**src/rtl/intr_ctrl.sv**
```systemverilog
// Interrupt controller: synchronises level sources, latches rising edges as pending,
// masks them and hands the lowest-index eligible source to the control FSM.
module intr_ctrl #(
    parameter int unsigned NUM_SRC = 4,
    parameter int unsigned ID_W    = 2
) (
    input  logic               CLK,
    input  logic               RST,
    input  logic [NUM_SRC-1:0] irq_in,
    input  logic               csr_mie,
    input  logic               int_taken,
    input  logic               mret_exec,
    input  logic               reg_we,
    input  logic               reg_addr,
    input  logic [NUM_SRC-1:0] reg_wdata,
    output logic [NUM_SRC-1:0] reg_rdata,
    output logic               INTR,
    output logic [ID_W-1:0]    int_id,
    output logic               in_service
);

    localparam int unsigned VLD_W = 3;

    logic [NUM_SRC-1:0] r_s1;
    logic [NUM_SRC-1:0] r_s2;
    logic [NUM_SRC-1:0] r_s3;
    logic [VLD_W-1:0]   r_vld;
    logic [NUM_SRC-1:0] r_pending;
    logic [NUM_SRC-1:0] r_mask;
    logic [ID_W-1:0]    r_int_id;
    logic               r_in_service;

    logic [NUM_SRC-1:0] w_eligible;
    logic [NUM_SRC-1:0] w_edge;
    logic [NUM_SRC-1:0] w_win_oh;
    logic [NUM_SRC-1:0] w_take_clr;
    logic [NUM_SRC-1:0] w_w1c_clr;
    logic [NUM_SRC-1:0] w_pending_nxt;
    logic [ID_W-1:0]    w_win_id;
    logic               w_take;

    // r_vld marks when s3 holds a real post-reset sample, so a level already
    // high across reset is seen as held rather than as a fresh edge.
    assign w_edge     = r_s2 & ~r_s3 & {NUM_SRC{r_vld[VLD_W-1]}};
    assign w_eligible = r_pending & r_mask;
    assign w_take     = int_taken & (|w_eligible);

    // Lowest set bit of eligible wins (bit 0 highest priority).
    assign w_win_oh = w_eligible & (~w_eligible + NUM_SRC'(1));

    always_comb begin
        w_win_id = '0;
        for (int i = 0; i < int'(NUM_SRC); i++) begin
            if (w_win_oh[i]) begin
                w_win_id = ID_W'(i);
            end
        end
    end

    // New edges beat both clear sources on the same bit.
    assign w_take_clr    = w_take ? w_win_oh : '0;
    assign w_w1c_clr     = (reg_we && reg_addr) ? reg_wdata : '0;
    assign w_pending_nxt = (r_pending & ~w_take_clr & ~w_w1c_clr) | w_edge;

    always_ff @(posedge CLK) begin
        if (RST) begin
            r_s1         <= '0;
            r_s2         <= '0;
            r_s3         <= '0;
            r_vld        <= '0;
            r_pending    <= '0;
            r_mask       <= '0;
            r_int_id     <= '0;
            r_in_service <= 1'b0;
        end else begin
            r_s1      <= irq_in;
            r_s2      <= r_s1;
            r_s3      <= r_s2;
            r_vld     <= {r_vld[VLD_W-2:0], 1'b1};
            r_pending <= w_pending_nxt;
            if (reg_we && !reg_addr) begin
                r_mask <= reg_wdata;
            end
            if (w_take) begin
                r_int_id     <= w_win_id;
                r_in_service <= 1'b1;
            end else if (mret_exec) begin
                r_in_service <= 1'b0;
            end
        end
    end

    assign INTR       = csr_mie & ~r_in_service & (|w_eligible);
    assign int_id     = r_int_id;
    assign in_service = r_in_service;
    assign reg_rdata  = reg_addr ? r_pending : r_mask;

endmodule

```
**config.mk**
```make
export PLATFORM = sky130hd
export DESIGN_NAME = intr_ctrl
export DESIGN_NICKNAME = d
export VERILOG_FILES = /design/src/rtl/intr_ctrl.sv
export SDC_FILE = /design/constraint.sdc
export NUM_CORES = 1
export LEC_CHECK = 0
export ABC_AREA = 1
export CAP_MARGIN = 25
export CELL_PAD_IN_SITES_DETAIL_PLACEMENT = 0
export CELL_PAD_IN_SITES_GLOBAL_PLACEMENT = 2
export CORE_AREA = 2 2 82 52
export CTS_BUF_LIST = sky130_fd_sc_hd__clkbuf_8
export CTS_CLUSTER_SIZE = 30
export DETAILED_ROUTE_END_ITERATION = 6
export DIE_AREA = 0 0 84 54
export GPL_ROUTABILITY_DRIVEN = 0
export HOLD_SLACK_MARGIN = 0.03
export PLACE_DENSITY_LB_ADDON = 0.2
export SETUP_SLACK_MARGIN = 0.4
export SLEW_MARGIN = 10
export SYNTH_ARGS = -nofsm -noshare
export SYNTH_HDL_FRONTEND = slang
export SYNTH_SLANG_ARGS = --single-unit
```
**constraint.sdc**
```tcl
create_clock -name CLK -period 1.2 [get_ports CLK]
set_clock_uncertainty 0.2 [all_clocks]
set_input_delay 0.24 -clock CLK [delete_from_list [all_inputs] [get_ports CLK]]
set_output_delay 0.24 -clock CLK [all_outputs]
set_load 0.05 [all_outputs]
```
# == Yosys cells after proc, flatten, opt, wreduce, memory -nomap -nowiden ==
# Index checks and enable logic that the tools add are counted.
# word_totals
register_bits,26
inputBits,15
output_inout_bits,8
word_cells,39
# op_classes
addsub,1
n_mux,9
bitwise,15
reduce_logical,5
# ops
op,count
$and A4 B4 Y4,6
$not A4 Y4,4
$mux W4,3
$add A4 B1 Y4 const B,1
$mux W1,4
$mux W2,2
$or A4 B4 Y4,1
$reduce_or A4 Y1,1
$and A1 B1 Y1,3
$logic_and A1 B1 Y1,2
$reduce_bool A2 Y1,1
$logic_not A1 Y1,1
$not A1 Y1,1

# == Longest topological paths before layout ==
# Gate-level depths: netlist of the first run.
# logic_depth
depth_word,9
mapped_depth,6
mapped_depth_nobuf,6

# == Worst setup path before layout of the first run ==
# OpenSTA, ideal clock, no wires.
# synth_timing
path_kind,input-to-output
startpoint,input port reg_addr
endpoint,output port reg_rdata[0]
t_arrival_ps,1508
required_ps,760
setup_slack_ps,-748
stages,2
path_buffers,1
cell_sequence,buf_2 o21ai_0
# synth_between
elab_chain_len,1
# synth_lines
element,line,text
start: declaration,14,"input logic reg_addr,"
$mux W4,96,assign reg_rdata = reg_addr ? r_pending : r_mask;
end: declaration,16,"output logic [NUM_SRC-1:0] reg_rdata,"
# No other way between the ends.

# == Worst setup path after layout of the first run ==
# layout_timing
startpoint,register r_mask[0]
endpoint,output port INTR
# layout_between
elab_chain_len,3
# layout_lines
element,line,text
start: declaration,29,logic [NUM_SRC-1:0] r_mask;
start signal: assignment,82,r_mask <= reg_wdata;
$and A4 B4 Y4,45,assign w_eligible = r_pending & r_mask;
$reduce_or A4 Y1,93,assign INTR = csr_mie & ~r_in_service & (|w_eligible);
$and A1 B1 Y1,93,
end: declaration,17,"output logic INTR,"
# No other way between the ends.

==> results of run 1 <==
==> stage by stage <==
step / hold slack (ps) / power [µW] / setup WS [ps] / utilization / TNS, ps
after floorplan: 123 / 1050 / -290 / - / -370
after global placement: 192 / 1160 / -463 / 0.414 / -7340
after detailed placement: 197 / 1170 / -449 / 0.414 / -7640
after CTS: 112 / 1920 / -421 / 0.474 / -1830
after global routing: 15.5 / 2020 / -483 / 0.497 / -2370
final: -10.7 / 1920 / -412 / 0.497 / -1770
==> worst max-delay path: stages, from the launching register on <==
cell and delay [ps]:
dfxtp_2 370, nand2_4 60, nand2_4 80, nor2_4 40
nor3b_4 200, buf_12 160
==> placed cells by master (no fill, tap or decap), drive strengths merged <==
cell type,netlist,routed
nor3b,1,1
clkbuf,0,3
inv,22,22
bufinv,0,1
dlygate4sd2,0,3
o21ai,6,6
nand4,2,2
clkinv,1,1
nand2,31,31
nand3,9,9
clkdlybuf4s15,0,2
dfxtp,26,26
clkdlybuf4s50,0,7
nor2,26,26
buf,3,37
nand3b,1,1
dlymetal6s2s,0,1
a21oi,7,7
==> worst min-delay path by stage <==
stage	startpoint	end	slack (ps)	cells after the start
final	irq_in[2]	r_s1[2]	-10	3
after global routing	irq_in[2]	r_s1[2]	20	3
after CTS	irq_in[3]	r_s1[3]	110	3
after detailed placement	r_s1[1]	r_s2[1]	200	2
after global placement	r_vld[1]	r_vld[2]	190	2
after floorplan	RST	r_s3[2]	120	1
==> state kept, by name, indices dropped and copies added, names as in the netlist <==
signal	count
in_service	1
int_id	2
r_mask	4
r_pending	4
r_s1	4
r_s2	4
r_s3	4
r_vld	3
==> logic make-up after synthesis <==
kind of cell           count (synthesis)  synth area share
AO/OA/AOI/OAI                         13            0.0816
flip-flops                            26             0.507
buffers and inverters                 26            0.0987
AND/OR/NAND/NOR                       70             0.313
==> synth_stat cells, drive strengths merged <==
master | number | area share
inv | 22 | 0.080
o21ai | 6 | 0.040
nor2 | 26 | 0.10
dfxtp | 26 | 0.51
a21oi | 7 | 0.041
clkinv | 1 | 0.0037
nand3 | 9 | 0.044
nand4 | 2 | 0.012
buf | 3 | 0.015
nand3b | 1 | 0.0073
nand2 | 31 | 0.14
nor3b | 1 | 0.012
==> what timing repair did <==
action                     in CTS  in global routing
gates resized for setup        50                 17
setup buffers                   4                  4
pin swaps                      17                 11
hold endpoints to repair        0                  1
gates cloned                    0                  0
setup endpoints to repair      34                 20
==> power by group <==
part           internal [µW]  total, µW  switching [µW]
sequential               889        905            15.6
combinational            158        307             149
clock                    446        706             260
total                   1490       1920             425
==> cell type report <==
cell class,count,area (µm²)
fill,367,1960
clock inverter,1,30.0
multi-input combinational,83,604
inverter,23,105
tap,50,62.6
timing repair buffer,50,551
clock buffer,3,41.3
sequential,26,542
==> per-layer routing <==
metal  GRT usage  share of wire  vias up
met4      0.0161         0.0051        0
met5           0              0        -
met2       0.168           0.40       16
met3      0.0383          0.051        2
met1       0.167           0.54      433
li1            -              -      514
==> impl_metrics.ini, run 1 <==
[worst_setup_path]
critPathLaunch = r_mask[0]
crit_required_ps = 760
worstSetupPathType = flop to primary output
r2r_cells = 6
crit_end = INTR
endpoint_kind = primary output
reg2reg_to = int_id[1]
critPathArrivalTime_ps = 1170
path_max_fanout = 2
timing.rr.start = r_mask[2]
reg2reg_setup_slack_ps = -70
start_kind = flop

[routing]
ant_nets = 0
dr_total_vias = 965
vias_per_cell = 4.09
drc = 0
routed_wl_um = 2340
dr.pass1.iters = 4
first_iter_violations = 15
avgRoutedWirePerCell_um = 9.91

[clocking]
hold_buffers = 0
cts_buffers = 3
cts.reportedPaths.clkPinSlew_ps = 90
h-tree-depth = 1
cts_max_path_buffers = 2
clockRootBuffer = clkbuf_8
clock-sinks = 26
clock_latency_ps = 260
cts_tree = done

[floorplan]
num_rows = 18
die_x_um = 84
core-area_um2 = 3900
fp.dieH_um = 54
pin_count = 23
start_util = 0.264
die_area_um2 = 4540

[global_route]
grt-ovfl-total = 0
grt_max_degree = 16
antenna_found_initial = 0
grt_pass1_wl_um = 4150
first_global_vias = 932
track_usage = 0.115

[finish]
drive_above_1_share = 0.554
fin_nets = 202
area_growth_pct = 88.4
final_cells = 236
antennaDiodeCount = 0
final_area_um2 = 1940

[synth]
syn_nets = 150
netlist_area_um2 = 1030
ys_warn_count = 0
synthCells = 135
syn_area_per_cell_um2 = 7.61
synth-seq-area-share = 0.507
ys_ff_latch = 26
yosysUniqueCellTypes = 19

[run_status]
status = finished, violations left
violations = negative hold slack, negative setup slack

[sta]
max_clock_freq_mhz = 620
layout_setup_ws_ps = -412
tightest_slew_ps = 192
worst_hold_slack_ps = -10.7
period_needed_ps = 1610
hold_viol_final = 1
slew_headroom = 0.872
setup_viol = 12
final_max_slew_viol_count = 0
rsz0062_at_grt = true
fin_crit_sh = 1.34

[place]
numPortBuffers = 22
dp_hpwl_um = 1850
dp.cells = 224
placed_area_um2 = 1610

[min_path]
hp-class = input port to flop

[power]
leakagePower_uw = 0.000895
power.density_nw_per_um2 = 991
ir_worst_vdd_mv = 0.757

[flow_run]
maxCapViolCount = 0
Note: power is estimated with default switching activity, not from simulation.
==> run 2, diff against run 1 <==
--- a/config.mk
+++ b/config.mk
@@ -9,11 +9,11 @@
 export CAP_MARGIN = 25
 export CELL_PAD_IN_SITES_DETAIL_PLACEMENT = 0
 export CELL_PAD_IN_SITES_GLOBAL_PLACEMENT = 2
-export CORE_AREA = 2 2 82 52
+export CORE_AREA = 2 2 61 69
 export CTS_BUF_LIST = sky130_fd_sc_hd__clkbuf_8
 export CTS_CLUSTER_SIZE = 30
 export DETAILED_ROUTE_END_ITERATION = 6
-export DIE_AREA = 0 0 84 54
+export DIE_AREA = 0 0 63 71
 export GPL_ROUTABILITY_DRIVEN = 0
 export HOLD_SLACK_MARGIN = 0.03
 export PLACE_DENSITY_LB_ADDON = 0.2
==> run 2 against run 1 <==
Against the previous run:
- the flow still finishes with violations (negative hold slack, negative setup slack)
- worst hold slack about the same
- maximum frequency decreased by 0.47%
- count of clock-buffer cells in the layout unchanged
- flip-flop and latch count did not move
- global-route usage increased by 0.65 points
- critical path depth did not move
- register-to-register slack worse by 210 ps
- clock power fell by 31%
- via count rose by 3.8%
- first-iteration DRC count grew 120%
- critical endpoint unchanged
- largest power group unchanged
==> impl_metrics.ini, run 2 (synthesis gave the netlist of run 1 again) <==
[clocking]
h-tree-depth = 1
hold_buffers = 0
cts_tree = done
cts.reportedPaths.clkPinSlew_ps = 90
cts_buffers = 3
clockRootBuffer = clkbuf_8
clock_latency_ps = 270
cts_max_path_buffers = 2
clock-sinks = 26

[run_status]
violations = negative hold slack, negative setup slack
status = finished, violations left

[place]
numPortBuffers = 22
dp.cells = 226
pre_cts_ws_ps = -470
dp_hpwl_um = 1790
placed_area_um2 = 1630

[worst_setup_path]
critPathArrivalTime_ps = 1180
endpoint_kind = primary output
crit_required_ps = 760
timing.rr.start = r_mask[0]
path_max_fanout = 2
reg2reg_setup_slack_ps = -280
start_kind = flop
worstSetupPathType = flop to primary output
r2r_cells = 9
reg2reg_to = r_pending[2]

[routing]
first_iter_violations = 33
avgRoutedWirePerCell_um = 10.9
dr_total_vias = 1002
routed_wl_um = 2620
ant_nets = 0
dr.pass1.iters = 4
drc = 0
vias_per_cell = 4.16

[power]
leakagePower_uw = 0.000930
power.density_nw_per_um2 = 859
ir_worst_vdd_mv = 0.636
total_power_uw = 1680

[sta]
fin_crit_sh = 1.35
worst_hold_slack_ps = -11.1
rsz0062_at_grt = true
setup_viol = 14
period_needed_ps = 1620
hold_viol_final = 3
layout_setup_ws_ps = -420
final_max_slew_viol_count = 0
slew_headroom = 0.871
tightest_slew_ps = 193
max_clock_freq_mhz = 617

[global_route]
grt_pass1_wl_um = 4290
grt_max_degree = 15
first_global_vias = 993
grt-ovfl-total = 0
antenna_found_initial = 0
track_usage = 0.121

[finish]
final_common_cell = nor2_1
area_growth_pct = 90.1
final_cell_mix = nor2_1, buf_4, inv_1
final_area_um2 = 1950
fin_nets = 205
final_cells = 241
drive_above_1_share = 0.529
antennaDiodeCount = 0

[floorplan]
die_x_um = 63
core-area_um2 = 3810
pin_count = 23
start_util = 0.269
fp.dieH_um = 71
die_area_um2 = 4470
num_rows = 24

[min_path]
hp-class = input port to flop
holdPathEnd = r_s1[3]
min_path_cells = 3
min_from = irq_in[3]

[flow_run]
maxCapViolCount = 0
[run 2: cell types whose count changed in the layout (fill, tap and decap cells not counted), sizes merged, moves of 2 or more]
cell	before	now
dlymetal6s2s	1	4
clkinv	1	3
buf	37	40
clkdlybuf4s50	7	3
[run 2: area by class of cell]
class	instances	area (µm²)
repair buffers	53	593
fillers	376	1860
well taps	52	65.1
flip-flops and latches	26	542
clock buffers	3	41.3
multi-input cells	83	602
clock inverters	1	3.75
inverters	23	106
[run 2: how the worst max path moves through the flow]
stage / slack, ps / cells after the start / end / startpoint
after floorplan: -290 / 4 / INTR / r_pending[0]
final: -420 / 5 / INTR / r_pending[1]
after CTS: -430 / 5 / INTR / r_pending[1]
after detailed placement: -470 / 6 / reg_rdata[2] / reg_addr
after global placement: -460 / 6 / reg_rdata[2] / reg_addr
after global routing: -460 / 5 / INTR / r_pending[2]
[run 2: per-layer routing]
layer | global-route usage | share of wire | vias to the layer above
li1 | - | - | 518
met5 | 0 | 0 | -
met2 | 0.217 | 0.53 | 20
met1 | 0.138 | 0.41 | 460
met3 | 0.0286 | 0.038 | 4
met4 | 0.0494 | 0.015 | 0
[run 2: what timing repair did]
item                                    CTS  global route
pin swaps                                19             9
hold endpoints to repair                  0             4
endpoints found under the setup margin   34            32
setup buffers                             7             4
gates resized for setup                  51            17
[run 2: where the power goes]
group          switching (µW)  total, µW  internal [µW]
Combinational             146        289            143
Clock                     256        484            229
Sequential               15.6        905            889
Total                     417       1680           1260
[run 2: worst max-delay path, stage by stage, from the launching register on]
cell and delay, ps:
dfxtp_2 360, nand2_4 70, nand2_4 80, nor2_4 50, nor3b_4 200, buf_12 160
[run 2: metrics by stage]
| step | utilization | TNS [ps] |
|---|---|---|
| 3_3_place_gp | 0.427 | -7270 |
| 3_5_place_dp | 0.427 | -7470 |
| 4_1_cts | 0.489 | -2770 |
| 6_report | 0.512 | -2850 |
| 2_1_floorplan | - | -370 |
| 5_1_grt | 0.512 | -3420 |
==> run 3, diff against run 2 <==
--- a/config.mk
+++ b/config.mk
@@ -22,3 +22,4 @@
 export SYNTH_ARGS = -nofsm -noshare
 export SYNTH_HDL_FRONTEND = slang
 export SYNTH_SLANG_ARGS = --single-unit
+export TNS_END_PERCENT = 30
==> run 3 against run 2 <==
Against the previous run:
- the run still ends with negative hold slack, negative setup slack left
- total power increased by 13%
- worst hold slack improved by 5.5 ps
- worst setup slack got worse by 12 ps
- sequential power rose by 0.7%
- combinational power decreased by 5%
- sequential share of layout area grew 1.6 points
- non-clock buffer count shrank 6
- critical path type unchanged
- highest routed layer unchanged
==> impl_metrics.ini, run 3 (synthesis gave the netlist of run 1 again) <==
[floorplan]
core-area_um2 = 3810
start_util = 0.269
fp.dieH_um = 71
pin_count = 23
die_area_um2 = 4470
die_x_um = 63
num_rows = 24

[clocking]
cts_tree = done
cts.reportedPaths.clkPinSlew_ps = 90
cts_buffers = 3
clock-sinks = 26
h-tree-depth = 1
cts_max_path_buffers = 2
clockRootBuffer = clkbuf_8
hold_buffers = 0
clock_latency_ps = 270

[sta]
layout_setup_ws_ps = -432
slew_headroom = 0.877
fin_crit_sh = 1.36
period_needed_ps = 1630
setup_viol = 12
rsz0062_at_grt = true
tightest_slew_ps = 184
worst_hold_slack_ps = -5.57
final_max_slew_viol_count = 0
max_clock_freq_mhz = 613
hold_viol_final = 3
tns_ps = -1930

[worst_setup_path]
r2r_cells = 7
path_max_fanout = 3
crit_buf_inv = 1
worstPathCellList = nand2_4, nand2_4, nor2_4, nor3b_4, buf_12
cp_num_cells = 5
reg2reg_to = r_pending[3]
start_kind = flop
path_delay_family = simple AND/OR/NAND/NOR gates
endpoint_kind = primary output
worstSetupPathType = flop to primary output
reg2reg_setup_slack_ps = -50
cp_slowest_cell = dfxtp_2
critPathLaunch = r_mask[2]
crit_required_ps = 760
cpMostUsedCell = nand2_4
cp_slowest_stage_delay_ps = 360
critPathArrivalTime_ps = 1190
timing.rr.start = r_pending[1]

[flow_run]
maxCapViolCount = 0

[routing]
ant_nets = 0
avgRoutedWirePerCell_um = 10.5
drc = 0
dr_total_vias = 978
dr.pass1.iters = 4
vias_per_cell = 4.16
routed_wl_um = 2470
first_iter_violations = 25

[global_route]
grt_pass1_wl_um = 4000
antenna_found_initial = 0
grt-ovfl-total = 0
first_global_vias = 937
track_usage = 0.114
grt_max_degree = 16

[finish]
final_common_cell = nor2_1
area_growth_pct = 77.0
drive_above_1_share = 0.464
fin_nets = 199
fin_util = 0.477
antennaDiodeCount = 0
final_cell_mix = nor2_1, inv_1, buf_4
final_cells = 235

[min_path]
hp-class = input port to flop
min_from = irq_in[1]
min_path_cells = 3
holdPathEnd = r_s1[1]

[place]
dp_hpwl_um = 1740
dp.cells = 226
numPortBuffers = 22

[run_status]
status = finished, violations left
violations = negative hold slack, negative setup slack

[power]
power.density_nw_per_um2 = 1050
leakagePower_uw = 0.000876
ir_worst_vdd_mv = 0.690
[run 3: cell count changes in the layout (fill, tap and decap cells not counted), sizes merged]
cell	change
buf	-6
clkbuf	-1
clkinv	-2
clkdlybuf4s50	+2
inv	+1
dlygate4sd2	-2
clkdlybuf4s15	+1
bufinv	+1
[run 3: power breakdown]
part | internal (µW) | leakage [µW] | switching, µW | total, µW
combinational | 140 | 0.000622 | 134 | 274
sequential | 896 | 0.000218 | 15.6 | 911
clock | 446 | 0.0000357 | 269 | 716
[run 3: worst min-delay path, delay by kind of cell]
family	cells	cell delay, ps
buffers and inverters	2	120
AND/OR/NAND/NOR	1	80
[run 3: final cells by class]
class,instances,area [µm²]
fillers,398,2000
flip-flops and latches,26,534
multi-input cells,83,531
repair buffers,47,526
inverters,23,91.3
well taps,52,65.1
clock buffers,3,41.3
clock inverters,1,30.0
[run 3: worst max path at each step]
stage	to	slack (ps)
after floorplan	INTR	-290
after global placement	reg_rdata[2]	-530
after detailed placement	reg_rdata[3]	-590
after CTS	INTR	-430
after global routing	INTR	-470
final	INTR	-430
[run 3: metal layers]
layer,track usage,vias to the layer above,share of wire
met1,0.130,447,0.40
met3,0.0270,4,0.043
li1,-,507,-
met5,0,-,0
met2,0.203,20,0.54
met4,0.0444,0,0.015
[run 3: through the flow]
step	power, µW	cell area (µm²)	setup slack [ps]
floorplan	1040	1100	-290
global placement	1160	1600	-533
detailed placement	1160	1600	-589
CTS	1920	1770	-432
global route	1980	1820	-475
finish	1900	1820	-432
[run 3: repair_timing]
action                                  CTS  global route
endpoints found under the setup margin   34            22
cloned                                    1             0
resized for setup                        37            11
pin swaps                                 9            10
hold endpoints to repair                  0             3
setup buffers                             2             2
==> patch, RTL diff (flow settings as in run 1) <==
`ID_W`: 2 -> 4.
--- a/src/rtl/intr_ctrl.sv
+++ b/src/rtl/intr_ctrl.sv
@@ -3,5 +3,5 @@
 module intr_ctrl #(
     parameter int unsigned NUM_SRC = 4,
-    parameter int unsigned ID_W    = 2
+    parameter int unsigned ID_W    = 4
 ) (
     input  logic               CLK,
Interface: changed (resized int_id); port bits go from 23 to 25. The function was not compared with the original's and may differ.
==> patch against run 1 <==
Wire length rose by 16%. Highest routed layer unchanged. Count of clock-buffer cells in the layout did not move. Via count rose by 6.1%. Maximum frequency fell by 0.84%. Cell area rose by 2.7%. Final cell count rose by 1.7%. The flow still finishes with violations (hold timing, setup timing). Area after synthesis rose by 1.8%. Die area did not move. Worst setup slack got worse by 0.014 ns. Sequential cell count did not move. Sequential share of layout area fell by 0.61 points. Total power rose by 2.5%.
==> patch: results (changes against run 1) <==
** Synthesis
- Sequential area share after synthesis :: 49.76% (was 50.67%)
- The share of synthesized registers carrying an async set or reset was 0% (unchanged).
- Commonest cells post-synth :: dfxtp_1 (26), nand2_1 (24), nor2_1 (23) (unchanged)
- Biggest area contributors in the synthesized netlist: dfxtp_1 (50%), nand2_1 (8.6%), nor2_1 (8.3%) (was dfxtp_1 (51%), nand2_1 (8.8%), nor2_1 (8.4%)).
- The number of distinct library cell variants in the gate-level netlist after synthesis is 21 (was 19).
- Ys Warns :: 0 (unchanged)

** STA
- The final critical-path setup slack was -0.4261 ns (was -0.4125 ns).
- Worst hold slack after final layout :: -0.01572 ns (was -0.01066 ns)
- Final setup viols :: 12 (unchanged)
- The final number of hold-violating endpoints came to 1 (unchanged).

** Outcome
- Result of the run: complete, but fails checks (unchanged).
- Failing checks: hold timing, setup timing (unchanged).

** Drt
- Vias after detailed routing :: 1024 (was 965)
- Router iterations before antenna repair :: 4 (unchanged)
- The starting DRC count in detailed routing was 27 (was 15).
- The final routed wire length divided by cell count was 11.32 µm (was 9.911 µm).

** Global route
- The via count of the first global-routing pass was 968 (was 932).
- Aggregate global-route resource usage :: 12.93% (was 11.49%)
- Initial antenna violation count :: 0 (unchanged)
- The total global routing overflow came to 0 (unchanged).
- First-pass GRT wire length :: 4.422 mm (was 4.146 mm)

** Power and ir drop
- The reported leakage power was 0.9175 nW (was 0.8952 nW).
- The cell internal power dissipation came to 1.498 mW (was 1.493 mW).
- The maximum resistive drop on vdd is 0.5471 mV (was 0.7568 mV).

** Clock tree
- The buffer levels on the longest clock path came to 2 (unchanged).
- The CTS clock-pin slew for the worst setup and hold paths is 0.09 ns (about the same).

** Placement
- The worst slack at placement came to -0.4890 ns (was -0.4490 ns).
- HPWL after detailed placement :: 1.910 mm (was 1.852 mm)

** Critical path
- Critical path data arrival time :: 1.19 ns (was 1.17 ns)
- Reg2Reg Setup Slack :: -0.09 ns (was -0.07 ns)
- Family of cells with the greatest summed delay on the critical path :: simple AND/OR/NAND/NOR gates (unchanged)

** Worst hold path
- Class of the tightest hold or removal check :: in -> reg (unchanged)

** Cells and area
- Filler cell count :: 374 (was 367)
- The share of cells above drive strength 1 came to 53.16% (was 55.38%).
- Number of nets in the final layout :: 206 (was 202)
## patch: path summary, 6_finish.rpt
check                                  start           end  cells past startpoint
worst max register to register     r_mask[0]  r_pending[2]                      7
worst min register to register      r_vld[1]      r_vld[2]                      2
worst min-delay path               irq_in[2]       r_s1[2]                      3
worst max-delay path            r_pending[3]          INTR                      5
## patch: routing by layer
layer,vias up,GRT usage (%),wire (µm)
met5,-,0,0
met4,0,4.839,34
met3,4,3.374,108
met2,18,20.93,1243
met1,480,16.94,1330
li1,522,-,-
## patch: what timing repair did
item,4_1_cts,5_1_grt
cloned,1,0
pin swaps,23,11
resized for setup,58,15
endpoints found under the setup margin,34,22
endpoints found under the hold margin,0,2
setup buffers,7,3
## patch: cell type report
class                      count  area share [%]
multi-input combinational     85           30.02
inverter                      23           5.727
timing repair buffer          52           30.14
sequential                    26           27.38
clock inverter                 1           1.510
clock buffer                   3           2.077
tap                           50           3.147
## patch: power groups by stage
stage / clock network, mW / registers [mW] / logic (mW)
after global routing: 0.792 / 0.908 / 0.356
after CTS: 0.747 / 0.905 / 0.320
after detailed placement: 0 / 0.925 / 0.257
final: 0.731 / 0.905 / 0.331
after global placement: 0 / 0.925 / 0.255
after floorplan: 0 / 0.925 / 0.139
## patch: kinds of logic after synthesis
group                  after synthesis  synth area share [%]
AO/OA/AOI/OAI                       13                 8.014
buffers and inverters               28                 11.12
flip-flops                          26                 49.76
other                                1                0.3585
AND/OR/NAND/NOR                     70                 30.74
## patch: worst reg2reg max path, cell delays in order (launching register included)
cell	delay (ns)
dfxtp_4	0.37
nand2_4	0.08
nand2_4	0.05
buf_4	0.15
nor2_4	0.14
nand2_1	0.08
nand4_1	0.08
nand2_1	0.06
## patch: through the flow
stage,cell area (µm²),std cells,hold WS [ns],TNS [ns],utilization (%)
2_1_floorplan,1176,139,0.1225,-0.3697,-
3_3_place_gp,1624,225,0.2002,-7.774,41.68
3_5_place_dp,1624,225,0.2028,-8.104,41.68
4_1_cts,1912,237,0.1244,-1.804,49.07
5_1_grt,1988,240,0.007356,-2.671,51.03
6_report,1988,240,-0.01572,-2.049,51.03
